[src/rtl/int_to_fp32_encoder_if.sv]
// Request/response bus of the integer to fp32 encoder.
interface int_to_fp32_encoder_if #(
  parameter int INT_WIDTH = 32
);
  logic                 in_valid;
  logic                 in_ready;
  logic [INT_WIDTH-1:0] in_data;
  logic                 out_valid;
  logic                 out_ready;
  logic [31:0]          out_data;
  logic                 out_inexact;
  logic                 busy;

  // Producer of integers / consumer of results.
  modport master (
    output in_valid, in_data, out_ready,
    input  in_ready, out_valid, out_data, out_inexact, busy
  );

  // The encoder itself.
  modport slave (
    input  in_valid, in_data, out_ready,
    output in_ready, out_valid, out_data, out_inexact, busy
  );
endinterface

[src/rtl/int_to_fp32_encoder.sv]
// Multi-cycle integer -> IEEE-754 single encoder. Normalises one leading
// zero per clock, rounds toward zero and flags truncated nonzero bits.
module int_to_fp32_encoder #(
  parameter int INT_WIDTH = 32,
  parameter int SIGNED    = 1
) (
  input  logic                  clk,
  input  logic                  rst_n,
  int_to_fp32_encoder_if.slave  bus
);
  typedef enum logic [1:0] {IDLE, NORM, PACK, HOLD} state_t;

  state_t               state, next_state;
  logic                 sign;
  logic                 zero;
  logic [INT_WIDTH-1:0] mag;
  logic [7:0]           exp;
  logic [31:0]          out_data;
  logic                 out_inexact;
  logic                 neg;
  logic [INT_WIDTH-1:0] abs_in;

  // Magnitude of the incoming operand; the most-negative value maps to
  // 2^(W-1), which is still representable as an unsigned W-bit number.
  assign neg    = (SIGNED != 0) && bus.in_data[INT_WIDTH-1];
  assign abs_in = neg ? (~bus.in_data + 1'b1) : bus.in_data;

  // State register.
  always_ff @(posedge clk) begin
    if (!rst_n) state <= IDLE;
    else        state <= next_state;
  end

  // Next-state logic.
  always_comb begin
    next_state = state;
    case (state)
      IDLE: if (bus.in_valid) next_state = (bus.in_data == '0) ? PACK : NORM;
      NORM: if (mag[INT_WIDTH-1]) next_state = PACK;
      PACK: next_state = HOLD;
      HOLD: if (bus.out_ready) next_state = IDLE;
      default: next_state = IDLE;
    endcase
  end

  // Handshake outputs decoded from the state.
  always_comb begin
    bus.in_ready  = (state == IDLE);
    bus.busy      = (state != IDLE);
    bus.out_valid = (state == HOLD);
  end

  // Datapath: load, shift-normalise, pack the result.
  always_ff @(posedge clk) begin
    if (!rst_n) begin
      sign        <= 1'b0;
      zero        <= 1'b0;
      mag         <= '0;
      exp         <= '0;
      out_data    <= '0;
      out_inexact <= 1'b0;
    end else begin
      case (state)
        IDLE: if (bus.in_valid) begin
          sign <= neg;
          zero <= (bus.in_data == '0);
          mag  <= abs_in;
          exp  <= 8'(127 + INT_WIDTH - 1);
        end
        NORM: if (!mag[INT_WIDTH-1]) begin
          mag <= mag << 1;
          exp <= exp - 8'd1;
        end
        PACK: begin
          if (zero) begin
            out_data    <= '0;
            out_inexact <= 1'b0;
          end else begin
            out_data    <= {sign, exp, mag[INT_WIDTH-2 -: 23]};
            // Bits below the 23-bit fraction; shifting left by 24 leaves
            // only those, and nothing at all when INT_WIDTH is 24.
            out_inexact <= |(mag << 24);
          end
        end
        default: ;
      endcase
    end
  end

  assign bus.out_data    = out_data;
  assign bus.out_inexact = out_inexact;
endmodule

[src/flat_wrapper.sv]
// flat-port wrapper written by rule: the top's interface ports become plain ports
module int_to_fp32_encoder_flat 
#(
  parameter int INT_WIDTH = 32,
  parameter int SIGNED    = 1
)
  (clk, rst_n, bus_in_valid, bus_in_data, bus_out_ready, bus_in_ready, bus_out_valid, bus_out_data, bus_out_inexact, bus_busy);
  int_to_fp32_encoder_if #(.INT_WIDTH(INT_WIDTH)) bus_i ();
  input  logic clk;
  input  logic rst_n;
  input wire logic [$bits(bus_i.in_valid)-1:0] bus_in_valid;
  input wire logic [$bits(bus_i.in_data)-1:0] bus_in_data;
  input wire logic [$bits(bus_i.out_ready)-1:0] bus_out_ready;
  output wire logic [$bits(bus_i.in_ready)-1:0] bus_in_ready;
  output wire logic [$bits(bus_i.out_valid)-1:0] bus_out_valid;
  output wire logic [$bits(bus_i.out_data)-1:0] bus_out_data;
  output wire logic [$bits(bus_i.out_inexact)-1:0] bus_out_inexact;
  output wire logic [$bits(bus_i.busy)-1:0] bus_busy;
  assign bus_i.in_valid = bus_in_valid;
  assign bus_i.in_data = bus_in_data;
  assign bus_i.out_ready = bus_out_ready;
  assign bus_in_ready = bus_i.in_ready;
  assign bus_out_valid = bus_i.out_valid;
  assign bus_out_data = bus_i.out_data;
  assign bus_out_inexact = bus_i.out_inexact;
  assign bus_busy = bus_i.busy;
  int_to_fp32_encoder #(.INT_WIDTH(INT_WIDTH), .SIGNED(SIGNED)) u_core (.clk(clk), .rst_n(rst_n), .bus(bus_i));
endmodule
[config.mk]
export PLATFORM = sky130hd
export DESIGN_NAME = int_to_fp32_encoder_flat
export DESIGN_NICKNAME = d
export VERILOG_FILES = /design/src/rtl/int_to_fp32_encoder_if.sv /design/src/rtl/int_to_fp32_encoder.sv /design/src/flat_wrapper.sv
export SDC_FILE = /design/constraint.sdc
export NUM_CORES = 1
export LEC_CHECK = 0
export ABC_AREA = 1
export BUFFER_PORTS_ARGS = -buffer_cell sky130_fd_sc_hd__buf_2
export CAP_MARGIN = 20
export CORE_ASPECT_RATIO = 1.2
export CORE_MARGIN = 2
export CORE_UTILIZATION = 55
export DETAILED_ROUTE_END_ITERATION = 10
export GPL_ROUTABILITY_DRIVEN = 1
export GPL_TIMING_DRIVEN = 0
export PLACE_DENSITY = 0.79
export RECOVER_POWER = 25
export SLEW_MARGIN = 10
export SYNTH_ARGS = -nofsm -noshare
export SYNTH_HDL_FRONTEND = slang
export SYNTH_SLANG_ARGS = --single-unit
[constraint.sdc]
create_clock -name clk -period 1.9 [get_ports clk]
set_input_delay 0.38 -clock clk [delete_from_list [all_inputs] [get_ports clk]]
set_output_delay 0.38 -clock clk [all_outputs]
set_load 0.05 [all_outputs]
* After elaboration in Yosys (flattened, before gate mapping)
Index checks and enable logic that the tools add are counted.
Operators by class: bitwise logic cells 1, equal/unequal tests 7, multiplexer cells 14, reductions and logical operators 9, $add $sub $neg 2
Operators by type and width (count):
- $mux W32 | 4
- $pmux W32 S2 | 1
- $add A32 B1 Y32 const B | 1
- $logic_not A32 Y1 | 1
- $not A32 Y32 | 1
- $mux W8 | 2
- $pmux W8 S2 | 1
- $mux W2 | 4
- $pmux W2 S4 | 1
- $reduce_or A8 Y1 | 1
- $sub A8 B1 Y8 const B | 1
- $ne A2 B2 Y1 const B | 3
- $reduce_and A3 Y1 | 2
- $eq A2 B2 Y1 const B | 2
- $reduce_and A2 Y1 | 2
- $reduce_bool A2 Y1 | 2
- $eq A2 B1 Y1 const B | 1
- $logic_not A2 Y1 | 1
- $ne A2 B1 Y1 const B | 1
- $mux W1 | 1
Word-level totals: register bits 77, output and inout bits 36

* Logic depth before layout (Yosys ltp)
depth after elaboration 5, mapped depth 12, depth with buffers taken out 12

* Least setup slack after synthesis
Ideal clock, no wire load.
path type reg2reg, start register u_core.state[0], end register u_core.exp[6], setup slack -0.208 ns, data required time 1.784 ns, setup time 0.116 ns, data arrival time 1.992 ns, buffers on the path 0, period minus slack after synthesis 2.108 ns, cell stages (with the launch flop) 11, cells stage by stage dfxtp_1 inv_1 ha_1 inv_2 nor2_1 o21bai_4 nor2_4 inv_1 nor2_2 nand2_1 nor3b_2
Between the ends: longest elaborated chain between the ends 3, elaborated cells on any way between the ends 7, classes of those cells eq/ne (3); mux (1); reduce/logical (3)
RTL lines:
- start: declaration | RTL line int_to_fp32_encoder.sv:13 | state_t state, next_state;
- start signal: assignment | RTL line int_to_fp32_encoder.sv:31 | else state <= next_state;
- $logic_not A2 Y1 (*)
- via bus_in_ready | RTL line flat_wrapper.sv:14 | output wire logic [$bits(bus_i.in_ready)-1:0] bus_in_ready;
- $ne A2 B2 Y1 (no line) or $reduce_bool A2 Y1 (tied branches)
- $reduce_and A3 Y1 (no line)
- end signal: assignment | RTL line int_to_fp32_encoder.sv:68 | exp <= 8'(127 + INT_WIDTH - 1);
- end signal: assignment | RTL line int_to_fp32_encoder.sv:72 | exp <= exp - 8'd1;
- end: declaration | RTL line int_to_fp32_encoder.sv:17 | logic [7:0] exp;
Mark *: on every way through the listed nets, which the timed path passes. The rest lies on a longest branch. A chain may end at the register's enable or synchronous reset.

* Final worst setup path
start register u_core.state[1], end register u_core.exp[6]
Between the ends: longest elaborated chain between the ends 3, elaborated cells on any way between the ends 7, classes of those cells eq/ne (3); mux (1); reduce/logical (3)
RTL lines:
- $eq A2 B1 Y1 or $logic_not A2 Y1 (tied branches) | RTL line int_to_fp32_encoder.sv:63 | case (state)
- $ne A2 B2 Y1 (no line) or $reduce_bool A2 Y1 (tied branches)
- $reduce_and A3 Y1 (no line)
Several ways; a longest one is shown, not always the timed one.

==> run summary <==
status = finished clean
initial core utilization = 0.567
post-route cell area = 4770 um2
flops & latches, synth = 77
RSZ-0062 raised after global routing = true
grt total ovfl = 0
Cell Int Power = 0.00390 W
Gate Count Post-Synth = 621
Max Fanout on Critical Path = 7
vias per inst = 5.62
CTS tree = built
sw frac = 0.472
I/O pins = 72
clk root buf = clkbuf_8
TritonCTS Sinks = 77
Worst Reg-to-Reg Cells = 11
leakage power = 2.04 nW
Pins Over Slew Limit = 0
CP max stage delay = 350 ps
H-tree levels = 3
Tmin final = 1810 ps
post-detail-place hpwl = 9430 um
Worst R2R Setup Slack = 90 ps
worst-margin pin slew = 606 ps
syn_nets = 663
Longest Clk Path Bufs = 2
pin count of the biggest net entering global routing = 15
Fin. Hold Viols = 0
final core utilization = 0.659
Clock Power Share = 0.168
asr flop ratio synth = 0
number of CTS-inserted buffers = 9
Finished Layout Cells = 798
HP Start = bus_in_data[0]
vias in the first global route = 4179
Worst EP required = 2150 ps
Placed Cells = 781
ANT nets after route = 0
MaxCap Viol Count = 0
placed instance area = 4570 um2
most instantiated library cell after synthesis = nand2_1
Synth area leader = dfxtp_1
critical setup path kind = register to register
Clk pin slew, worst setup/hold paths = 90 ps
final worst path period share = 0.952
die height = 98.6 um
area added between synthesis and finish = 16.2%
CP cell instances = inv_1 -> ha_2 -> inv_2 -> nor2_4 -> o21bai_4 -> buf_12 -> nor2_4 -> inv_1 -> nor2_2 -> nand2_1 -> nor3b_2
sequential share of power = 0.346
initial drt markers = 257
layout cells sized above 1 = 0.134
crit path DAT = 2060 ps
DIE AREA = 8160 um2
Hold Buf Count CTS = 0
sequential share of the synthesized area = 0.376
Post-Syn Area = 4100 um2
synth warn = 0
nets@finish = 745
DRC viols = 0
EDFF count, synth = 0
Vias = 4481
Total GRT Usage = 0.293
CORE AREA = 7230 um2
Worst Setup End Kind = register
Comb power frac = 0.486
Total Wirelength = 12000 um
worst vdd ir = 817 uV
Worst R2R Start = u_core.state[1]$_SDFFE_PN0P_
Pwr per Cell Area = 1550 nW/um2
GPL Wtd Cong = 0.920
worst skew pair latency = 350 ps
DIE WIDTH = 82.8 um
Slew headroom = 0.598
Slowest-stage cell, CP = dfxtp_1
hold-critical path depth = 3
Worst Setup Start Kind = register
setup violators final = 0
Fillers = 692
TritonRoute pass-1 iters = 5
Hold Crit Class = input port to register
Final Skew = 8.31 ps
routed len/inst = 15.1 um
initial antenna violation count = 0
top post-synthesis cells by area = dfxtp_1 (38%), nand2_1 (14%), a21oi_1 (13%)
top cell type's share of synthesized area = 0.376
Ant. Diodes = 0
hold_ws = 328 ps
first-pass GRT wire length = 19600 um
Top FF cell, synth = dfxtp_1
FMAX = 553 MHz
WHS Endpoint = u_core.mag[0]$_SDFFE_PN0P_
P_sw = 0.00349 W
synth cell count leaders = nand2_1 (152), a21oi_1 (105), dfxtp_1 (77)
FP Rows = 34
Buffers on Ports = 70
Netlist cell types = 35
Mapped Avg Cell Area = 6.60 um2
RR Endpoint = u_core.exp[6]$_SDFFE_PN0P_
[cells by family (layout without fill, tap and decap cells)]
kind of cell | count (synthesis) | count (layout) | share of synthesized area
simple gates | 293 | 293 | 0.315
compound gates | 164 | 164 | 0.211
buf+inv | 80 | 167 | 0.0781
flops | 77 | 77 | 0.376
fa+ha+maj | 6 | 6 | 0.0183
xor+xnor | 1 | 1 | 0.00214
[through the flow]
step	power [W]	setup WS [ps]	TNS [ps]
after global placement	0.00590	-7.58	-7.58
after CTS	0.00725	32.3	0
final	0.00739	91.1	0
after detailed placement	0.00602	-61.5	-509
after global routing	0.00789	-5.46	-5.46
after floorplan	0.00510	10.5	0
[per-layer routing]
layer	global-route usage	up-vias	wire [um]
li1	-	2230	-
met1	0.366	2081	5190
met2	0.517	146	5970
met3	0.0343	24	554
met4	0.115	0	300
met5	0	-	0
[worst max-delay path by stage]
stage,to,cells after the start,start
CTS,u_core.mag[31]$_SDFFE_PN0P_,7,u_core.state[1]$_SDFFE_PN0P_
finish,u_core.exp[6]$_SDFFE_PN0P_,11,u_core.state[1]$_SDFFE_PN0P_
global route,u_core.exp[6]$_SDFFE_PN0P_,11,u_core.state[1]$_SDFFE_PN0P_
global placement,u_core.bus.out_data[10]$_SDFFE_PN0P_,7,u_core.state[0]$_SDFFE_PN0P_
floorplan,u_core.mag[22]$_SDFFE_PN0P_,9,u_core.state[0]$_SDFFE_PN0P_
detailed placement,u_core.bus.out_data[9]$_SDFFE_PN0P_,7,u_core.state[0]$_SDFFE_PN0P_
[worst max-delay path, delay by kind of cell, from the launching register on]
family	cells	cell delay, ps
buffers and inverters	4	390
adders and majority gates	1	250
AOI/OAI and AO/OA	1	140
and+or+nand+nor	5	560
DFF	1	350
[area by class of cell]
class                      instances  area (um2)  area share
multi-input combinational        464        2250       0.472
sequential                        77        1540       0.323
timing repair buffer              71         338      0.0709
inverter                          49         188      0.0394
buffer                            31         139      0.0291
clock buffer                       9         124      0.0260
tap                               90         113      0.0236
clock inverter                     7        72.6      0.0152
[power groups by stage]
stage	Combinational (W)	Sequential (W)	Clock, W
2_1_floorplan	0.00237	0.00273	0
3_3_place_gp	0.00335	0.00255	0
3_5_place_dp	0.00346	0.00256	0
4_1_cts	0.00348	0.00253	0.00124
5_1_grt	0.00398	0.00261	0.00130
6_report	0.00359	0.00255	0.00124
[cells in the final DEF, fill, tap and decap left out, drive strengths merged]
master and n:
ha 6, a21oi 105, nand4 5, nor3b 2, a22oi 1, clkinv 2
buf 58, xor2 1, bufinv 1, inv 50, dfxtp 77, and3 1
o21a 1, clkbuf 53, o211ai 1, nor4 2, nor2 60, clkinvlp 3
o21bai 5, a21o 1, nand2 153, nand3b 5, a221oi 1, nand3 65
a211oi 1, o21ai 45, a31oi 3
[what timing repair did]
action                                  4_1_cts  5_1_grt
gates cloned                                  0        0
gates resized for setup                       1        9
setup buffers                                 0        1
endpoints found under the setup margin       30       48
pin swaps                                     0        1
[flip-flops by register name, indices dropped and copies added, names as in the netlist]
signal,count
u_core.bus.out_data,32
u_core.mag,32
u_core.exp,8
u_core.state,2
u_core.bus.out_inexact,1
u_core.sign,1
u_core.zero,1
(Power assumes the default switching activity.)
